<file path="src/rtl/alu_pkg.sv">
// Shared ALU definitions: operation encoding and helpers.
// Imported by the combinational core and the registered top.
package alu_pkg;

  localparam int ALU_OP_W = 3;

  typedef enum logic [ALU_OP_W-1:0] {
    ALU_ADD  = 3'b000,
    ALU_SUB  = 3'b001,
    ALU_AND  = 3'b010,
    ALU_OR   = 3'b011,
    ALU_XOR  = 3'b100,
    ALU_SLT  = 3'b101,
    ALU_SLTU = 3'b110,
    ALU_RSVD = 3'b111
  } alu_op_e;

endpackage

</file>
<file path="src/rtl/riscv_alu_comb.sv">
// Combinational ALU core: result = op(a, b), zero = (result == 0).
// Ports: a, b, op in; result, zero out. No clock, no state.
module riscv_alu_comb
  import alu_pkg::*;
#(
  parameter int WIDTH = 32
) (
  input  logic [WIDTH-1:0]    a,
  input  logic [WIDTH-1:0]    b,
  input  logic [ALU_OP_W-1:0] op,
  output logic [WIDTH-1:0]    result,
  output logic                zero
);

  logic slt;
  logic sltu;

  // True signed compare; the sign of (a-b) is wrong on overflow.
  assign slt  = $signed(a) < $signed(b);
  assign sltu = a < b;

  always_comb begin
    result = '0;
    case (op)
      ALU_ADD:  result = a + b;
      ALU_SUB:  result = a - b;
      ALU_AND:  result = a & b;
      ALU_OR:   result = a | b;
      ALU_XOR:  result = a ^ b;
      ALU_SLT:  result = {{(WIDTH-1){1'b0}}, slt};
      ALU_SLTU: result = {{(WIDTH-1){1'b0}}, sltu};
      ALU_RSVD: result = '0;
      // Unknown op propagates rather than masking to a value.
      default:  result = 'x;
    endcase
  end

  assign zero = ~|result;

endmodule

</file>
<file path="src/rtl/riscv_alu.sv">
// RV32 execute-stage ALU with combinational and registered outputs.
// Ports: clk, rst_n, a, b, op, in_valid -> result, zero, result_q, zero_q, out_valid.
module riscv_alu
  import alu_pkg::*;
#(
  parameter int WIDTH = 32
) (
  input  logic                clk,
  input  logic                rst_n,
  input  logic [WIDTH-1:0]    a,
  input  logic [WIDTH-1:0]    b,
  input  logic [ALU_OP_W-1:0] op,
  input  logic                in_valid,
  output logic [WIDTH-1:0]    result,
  output logic                zero,
  output logic [WIDTH-1:0]    result_q,
  output logic                zero_q,
  output logic                out_valid
);

  riscv_alu_comb #(
    .WIDTH (WIDTH)
  ) u_comb (
    .a      (a),
    .b      (b),
    .op     (op),
    .result (result),
    .zero   (zero)
  );

  // out_valid pulses per capture; data holds when idle.
  always_ff @(posedge clk or negedge rst_n) begin
    if (!rst_n) begin
      result_q  <= '0;
      zero_q    <= 1'b0;
      out_valid <= 1'b0;
    end else begin
      out_valid <= in_valid;
      if (in_valid) begin
        result_q <= result;
        zero_q   <= zero;
      end
    end
  end

endmodule

</file>
<file path="config.mk">
export PLATFORM = sky130hd
export DESIGN_NAME = riscv_alu
export DESIGN_NICKNAME = d
export VERILOG_FILES = /design/src/rtl/alu_pkg.sv /design/src/rtl/riscv_alu_comb.sv /design/src/rtl/riscv_alu.sv
export SDC_FILE = /design/constraint.sdc
export NUM_CORES = 1
export LEC_CHECK = 0
export BUFFER_PORTS_ARGS = -buffer_cell sky130_fd_sc_hd__buf_2
export CORE_ASPECT_RATIO = 1.4
export CORE_MARGIN = 2
export CORE_UTILIZATION = 55
export CTS_BUF_LIST = sky130_fd_sc_hd__clkbuf_4
export CTS_CLUSTER_DIAMETER = 150
export CTS_CLUSTER_SIZE = 8
export DETAILED_ROUTE_END_ITERATION = 8
export PLACE_DENSITY = 0.8
export SLEW_MARGIN = 20
export SYNTH_ARGS = -nofsm -noshare
export SYNTH_HDL_FRONTEND = slang
export SYNTH_SLANG_ARGS = --single-unit
</file>
<file path="constraint.sdc">
create_clock -name clk -period 5.3 [get_ports clk]
set_clock_uncertainty 0.05 [all_clocks]
set_input_delay 1.06 -clock clk [delete_from_list [all_inputs] [get_ports clk]]
set_output_delay 1.06 -clock clk [all_outputs]
set_load 0.01 [all_outputs]
</file>
==> results of run 1 <==
-- Yosys cell counts (all sizes together) (7+ instances only) --
master and number:
nand3 18, a221oi 11, o211ai 18, a211oi 17, and2 7, a31oi 14, nand4 13, dfrtp 34
o21ai 60, a21boi 7, a21o 20, buf 30, o311ai 8, nor2 116, xnor2 11, clkbuf 29
nand2b 12, mux2 12, nor3 19, mux2i 9, o31a 8, nor4 18, a21oi 108, o22ai 12
o31ai 16, nor2b 7, inv 116, ha 96, nand2 61
-- flip-flops by register name (all words and copies together) (netlist names) --
register	count
result_q	32
out_valid	1
zero_q	1
-- routing by layer --
layer | vias to the layer above | GRT usage (%) | share of wire, %
met5 | - | 0 | 0.034
met1 | 4812 | 48.7 | 30
met3 | 405 | 20.3 | 12
met2 | 902 | 83.0 | 45
li1 | 4490 | - | -
met4 | 2 | 48.9 | 13
-- layout by cell type (no fill, tap or decap), drive strengths merged, types with 7 or more instances in the layout --
cell type	synthesis	routed
a211oi	17	17
a21boi	7	7
a21o	20	20
a21oi	108	108
a221oi	11	11
a31oi	14	14
and2	7	7
buf	30	423
dfrtp	34	34
ha	96	96
inv	116	116
mux2	12	12
mux2i	9	9
nand2	61	61
nand2b	12	12
nand3	18	18
nand4	13	13
nor2	116	116
nor2b	7	7
nor3	19	19
nor4	18	18
o211ai	18	18
o21ai	60	60
o22ai	12	12
o311ai	8	8
o31a	8	8
o31ai	16	16
xnor2	11	11
-- final cells by class --
class | instances | area [µm²]
Clock buffer | 6 | 45.0
Sequential cell | 34 | 851
Tap cell | 153 | 191
Multi-Input combinational cell | 811 | 6330
Inverter | 116 | 443
Clock inverter | 2 | 8.76
Antenna cell | 2 | 5.00
Timing Repair Buffer | 423 | 2880
Fill cell | 801 | 2050
-- critical path: stages --
cell	delay [ns]
buf_8	0.09
inv_4	0.04
ha_4	0.16
inv_2	0.06
fa_2	0.24
nand2b_4	0.08
a2111oi_4	0.43
buf_4	0.19
buf_4	0.10
o21ai_1	0.13
a21oi_2	0.39
nor4_1	0.14
o32ai_1	0.39
o311a_1	0.31
inv_1	0.09
nor4_2	0.27
nand4_1	0.24
nor3_4	0.17
buf_2	0.16
-- power breakdown --
part | internal, mW | switching [mW]
Combinational | 0.599 | 0.810
Clock | 0.0550 | 0.0979
Sequential | 0.298 | 0.0217
Total | 0.952 | 0.930
-- per-stage QoR --
stage,hold slack [ns],power (mW),cells
6_report,0.463,1.88,1547
5_1_grt,0.473,1.97,1547
4_1_cts,0.462,1.71,1536
3_5_place_dp,0.428,1.48,1497
3_3_place_gp,0.414,1.46,1497
2_1_floorplan,0.470,0.917,1020
-- logic make-up after synthesis --
| group | count (synthesis) | synth area share (%) |
|---|---|---|
| AND/OR/NAND/NOR | 303 | 20.7 |
| XOR/XNOR | 13 | 1.58 |
| AO/OA/AOI/OAI | 376 | 35.8 |
| adder cells (fa/ha/maj) | 98 | 17.2 |
| buffers and inverters | 175 | 9.92 |
| multiplexers | 21 | 3.12 |
| flip-flops | 34 | 11.8 |
-- worst paths after layout --
kind,startpoint,endpoint,slack (ns),depth (start not counted)
min in group asynchronous,rst_n,result_q[3]$_DFFE_PN0P_,0.71,1
min,result_q[13]$_DFFE_PN0P_,result_q[13]$_DFFE_PN0P_,0.46,1
min reg2reg,result_q[13]$_DFFE_PN0P_,result_q[13]$_DFFE_PN0P_,0.46,1
max in group asynchronous,rst_n,result_q[23]$_DFFE_PN0P_,4.00,1
max reg2reg,result_q[18]$_DFFE_PN0P_,result_q[18]$_DFFE_PN0P_,4.46,1
max,a[0],zero,-0.56,19
-- repair_timing --
item	CTS	global route
cloned	0	0
pin swaps	37	33
resized for setup	60	92
hold buffers	0	0
setup buffers	31	11
endpoints found under the setup margin	5	10
==> impl_metrics.csv, run 1 <==
group,metric,value,unit
yosys,ys_top_cells_by_area,"ha_1, dfrtp_1, a21oi_1, inv_1, nor2_1",
die,coreArea,0.0128,mm²
clock_tree,tritoncts,"built",
flow_run,drv_cap,0,
yosys,synthCells,1020,
yosys,synth_top_cell_by_area,"ha_1",
yosys,syn_nets,1188,
placed_design,dp_hpwl,27200,µm
die,rows,49,
power_and_ir_drop,cellPowerDensity,175,mW/mm²
die,floorplan.initialDensity,56.4,%
yosys,avgSynthCellArea,7.09,µm²
yosys,synth_ff_type,"dfrtp_1",
drt,viasPerCell,6.86,
sta,hold_viol_final,0,
setup_path,worstPathRequired,4.19,ns
sta,setup_viol,5,
cells_and_area,nNetsFinal,1559,
clock_tree,clk_latency,0.35,ns
drt,detail-route-antenna-nets,0,
clock_tree,cts.sinks,34,
yosys,yosys_warnings,0,
worst_hold_path,hold_class,"flip-flop to flip-flop",
global_routing,gr-total-overflow,0,
yosys,synth-seq-area-share,11.8,%
drt,dr.pass1.iters,9,
die,fp.dieArea,0.0141,mm²
yosys,netlist_area,0.00723,mm²
global_routing,grt_pass1_wl,55600,µm
drt,first_iter_violations,1300,
die,die_y,140,µm
setup_path,worst_setup_path_end_kind,"primary output",
sta,fmax,171,MHz
placed_design,place.gp.congestion,1.15,
global_routing,grt_util_all_layers,51.6,%
sta,worst_slew_margin_rel,32.3,%
power_and_ir_drop,p_leak,5.31,nW
clock_tree,clk_root_buffer_cell,"clkbuf_4",
cells_and_area,utilization,84.0,%
placed_design,post-place-ws,-0.449,ns
sta,worst_slew_pin_slew,1.01,ns
sta,rsz0062_at_grt,"true",
outcome,outcome,"finished, violations left",
yosys,synthArstFlopShare,100,%
drt,finalWirelength,38600,µm
placed_design,placed_area,0.00969,mm²
setup_path,cp_max_fo,4,
sta,finalMaxSlewViolations,0,
sta,period_minus_slack,5.86,ns
clock_tree,htreeDepth,2,
yosys,synth_seq_cells,34,
global_routing,grt_pass1_vias,10400,
clock_tree,clock_path_buffers,2,
clock_tree,clk_pin_slew,0.11,ns
die,die-width,101,µm
drt,vias,10600,
drt,drcViolationCount,17,
cells_and_area,final_layout_size_suffix_gt1_share,41.4,%
yosys,yosysTopAreaCellShare,16.6,%
cells_and_area,area_delta_synth_final,48.9,%
global_routing,antenna_found_initial,4,
die,io_pins,137,
yosys,synth_edf_count,0,
outcome,failed_checks,"DRC, setup timing",
clock_tree,cts_inserted_buffers,5,
power_and_ir_drop,peakVddDrop,0.000234,V
sta,tns,-1.35,ns
setup_path,cp_data_arrival_time,4.75,ns
sta,finalWorstSetupSlack,-0.565,ns
setup_path,cp-start-kind,"input pin",
yosys,yosysUniqueCellTypes,89,
global_routing,grt_max_degree,46,
placed_design,port_buffers,136,
drt,wl_per_cell,24.9,µm
sta,period_share,111,%
cells_and_area,fin_area,0.0108,mm²
setup_path,critPathKind,"input pin to primary output",
No activity file was read; power rests on OpenSTA's default activity.
==> run 2, diff against run 1 <==
--- a/config.mk
+++ b/config.mk
@@ -6,14 +6,16 @@
 export NUM_CORES = 1
 export LEC_CHECK = 0
 export BUFFER_PORTS_ARGS = -buffer_cell sky130_fd_sc_hd__buf_2
+export CELL_PAD_IN_SITES_DETAIL_PLACEMENT = 1
+export CELL_PAD_IN_SITES_GLOBAL_PLACEMENT = 2
 export CORE_ASPECT_RATIO = 1.4
 export CORE_MARGIN = 2
-export CORE_UTILIZATION = 55
+export CORE_UTILIZATION = 33
 export CTS_BUF_LIST = sky130_fd_sc_hd__clkbuf_4
-export CTS_CLUSTER_DIAMETER = 150
+export CTS_CLUSTER_DIAMETER = 200
 export CTS_CLUSTER_SIZE = 8
 export DETAILED_ROUTE_END_ITERATION = 8
-export PLACE_DENSITY = 0.8
+export PLACE_DENSITY = 0.86
 export SLEW_MARGIN = 20
 export SYNTH_ARGS = -nofsm -noshare
 export SYNTH_HDL_FRONTEND = slang
==> impl_metrics.csv, run 2 (synthesis results as in run 1) <==
group,metric,value,unit
outcome,outcome,"finished, violations left",
outcome,failed_checks,"setup timing",
clock_tree,clk_root_buffer_cell,"clkbuf_4",
drt,viasPerCell,5.77,
cells_and_area,final_common_cell,"buf_4",
placed_design,post-place-ws,-0.436,ns
cells_and_area,final_cells,1715,
cells_and_area,reg_top3,"result_q x32, out_valid x1, zero_q x1",
global_routing,antenna_found_initial,0,
setup_path,crit_chain,"buf_2 > inv_1 > ha_2 > inv_2 > fa_2 > nand2b_4 > a2111oi_4 > buf_4 > nor2_4 > a211o_1 > a21o_1 > xnor2_1 > o211a_1 > nand2_2 > nor4_2 > nand4_1 > nor3_2 > buf_2",
setup_path,worst_setup_path_end_kind,"primary output",
clock_tree,tritoncts,"built",
setup_path,cp-start-kind,"input pin",
cells_and_area,multi_input_area,0.00621,mm²
worst_hold_path,min_from,"result_q[8]$_DFFE_PN0P_",
setup_path,reg2reg_from,"result_q[17]$_DFFE_PN0P_",
drt,wl_per_cell,23.2,µm
setup_path,crit_top_cell,"buf_2",
sta,period_share,103,%
die,io_pins,137,
sta,hold_viol_final,0,
setup_path,slowest_delay,0.34,ns
drt,drcViolationCount,0,
clock_tree,cts_inserted_buffers,5,
global_routing,grt_max_degree,46,
drt,detail-route-antenna-nets,0,
cells_and_area,largest_register_ff_count,32,
sta,period_minus_slack,5.48,ns
setup_path,r2r_slack,4.47,ns
die,coreArea,0.0217,mm²
cells_and_area,final_layout_size_suffix_gt1_share,41.4,%
clock_tree,cts.sinks,34,
drt,dr.pass1.iters,5,
sta,finalWorstSetupSlack,-0.178,ns
cells_and_area,regArea,851,µm²
power_and_ir_drop,peakVddDrop,0.000105,V
cells_and_area,final_cell_mix,"buf_4, buf_2, inv_1, nor2_1, a21oi_1",
die,floorplan.initialDensity,33.3,%
setup_path,crit_slowest_cell,"a2111oi_4",
die,die-width,129,µm
placed_design,placed_area,0.0102,mm²
clock_tree,htreeDepth,2,
setup_path,worstRegToRegCells,1,
die,rows,64,
placed_design,port_buffers,136,
worst_hold_path,hold_depth,1,
setup_path,crit_family,"compound AO/OA/AOI/OAI gates",
setup_path,crit_start,"a[0]",
sta,fmax,183,MHz
setup_path,cp_max_fo,4,
placed_design,dp_hpwl,32700,µm
drt,finalWirelength,39800,µm
cells_and_area,utilization,51.1,%
sta,rsz0062_at_grt,"true",
cells_and_area,nNetsFinal,1585,
power_and_ir_drop,p_leak,5.46,nW
power_and_ir_drop,cellPowerDensity,170,mW/mm²
cells_and_area,largest_register,"result_q",
setup_path,r2r_end,"result_q[17]$_DFFE_PN0P_",
drt,first_iter_violations,537,
sta,whs,0.467,ns
die,die_y,179,µm
cells_and_area,fin_area,0.0111,mm²
setup_path,path_buf_inv,5,
clock_tree,clock_path_buffers,2,
placed_design,place_inst,1683,
sta,setup_viol,1,
cells_and_area,num_antenna_cells,0,
die,fp.dieArea,0.0231,mm²
clock_tree,clk_pin_slew,0.11,ns
clock_tree,hold_buffers,0,
flow_run,drv_cap,0,
placed_design,place.gp.congestion,0.993,
setup_path,worstPathRequired,4.19,ns
drt,vias,9903,
global_routing,gr-total-overflow,0,
global_routing,grt_pass1_wl,60500,µm
worst_hold_path,hold_end,"result_q[8]$_DFFE_PN0P_",
global_routing,grt_util_all_layers,34.2,%
global_routing,grt_pass1_vias,10700,
cells_and_area,nFillCells,2789,
worst_hold_path,hold_class,"flip-flop to flip-flop",
sta,worst_slew_margin_rel,44.2,%
setup_path,cp_data_arrival_time,4.37,ns
sta,worst_slew_pin_slew,0.836,ns
setup_path,critPathKind,"input pin to primary output",
sta,finalMaxSlewViolations,0,
cells_and_area,area_delta_synth_final,53.4,%
clock_tree,clk_latency,0.36,ns
[run 2: worst max-delay path by stage]
stage,slack (ns),cells past startpoint,to
3_5_place_dp,-0.44,17,zero
2_1_floorplan,0.22,14,zero
5_1_grt,-0.34,18,zero
4_1_cts,-0.17,17,zero
6_report,-0.18,18,zero
3_3_place_gp,-0.45,17,zero
[run 2: per-layer routing]
metal	up-vias	GRT usage, %	routed length [µm]
met5	-	0	0
met4	0	26.9	4090
met3	183	4.12	1560
met2	371	64.0	20400
met1	4834	33.8	13800
li1	4515	-	-
[run 2: per-stage QoR]
step           setup TNS, ns  power [mW]
5_1_grt               -0.413        2.00
6_report              -0.178        1.89
4_1_cts               -0.173        1.83
3_5_place_dp          -0.981        1.56
2_1_floorplan              0       0.917
3_3_place_gp          -0.876        1.53
[run 2: report_power, final]
group          switching (mW)  leakage [nW]  internal [mW]  total [mW]
sequential             0.0205         0.411          0.298       0.318
combinational           0.769          5.00          0.595        1.36
clock                  0.0957        0.0463          0.110       0.206
total                   0.885          5.46           1.00        1.89
[run 2: repair_timing]
action / CTS / global route
endpoints found under the setup margin: 7 / 6
resized for setup: 81 / 53
pin swaps: 23 / 26
buffers inserted: 21 / 6
cloned: 0 / 0
[run 2: area by class of cell]
class	instances	share of cell area (%)
tap	297	3.35
timing repair buffer	449	28.2
multi-input combinational	811	56.0
clock inverter	1	0.271
inverter	116	4.06
clock buffer	7	0.474
sequential	34	7.67
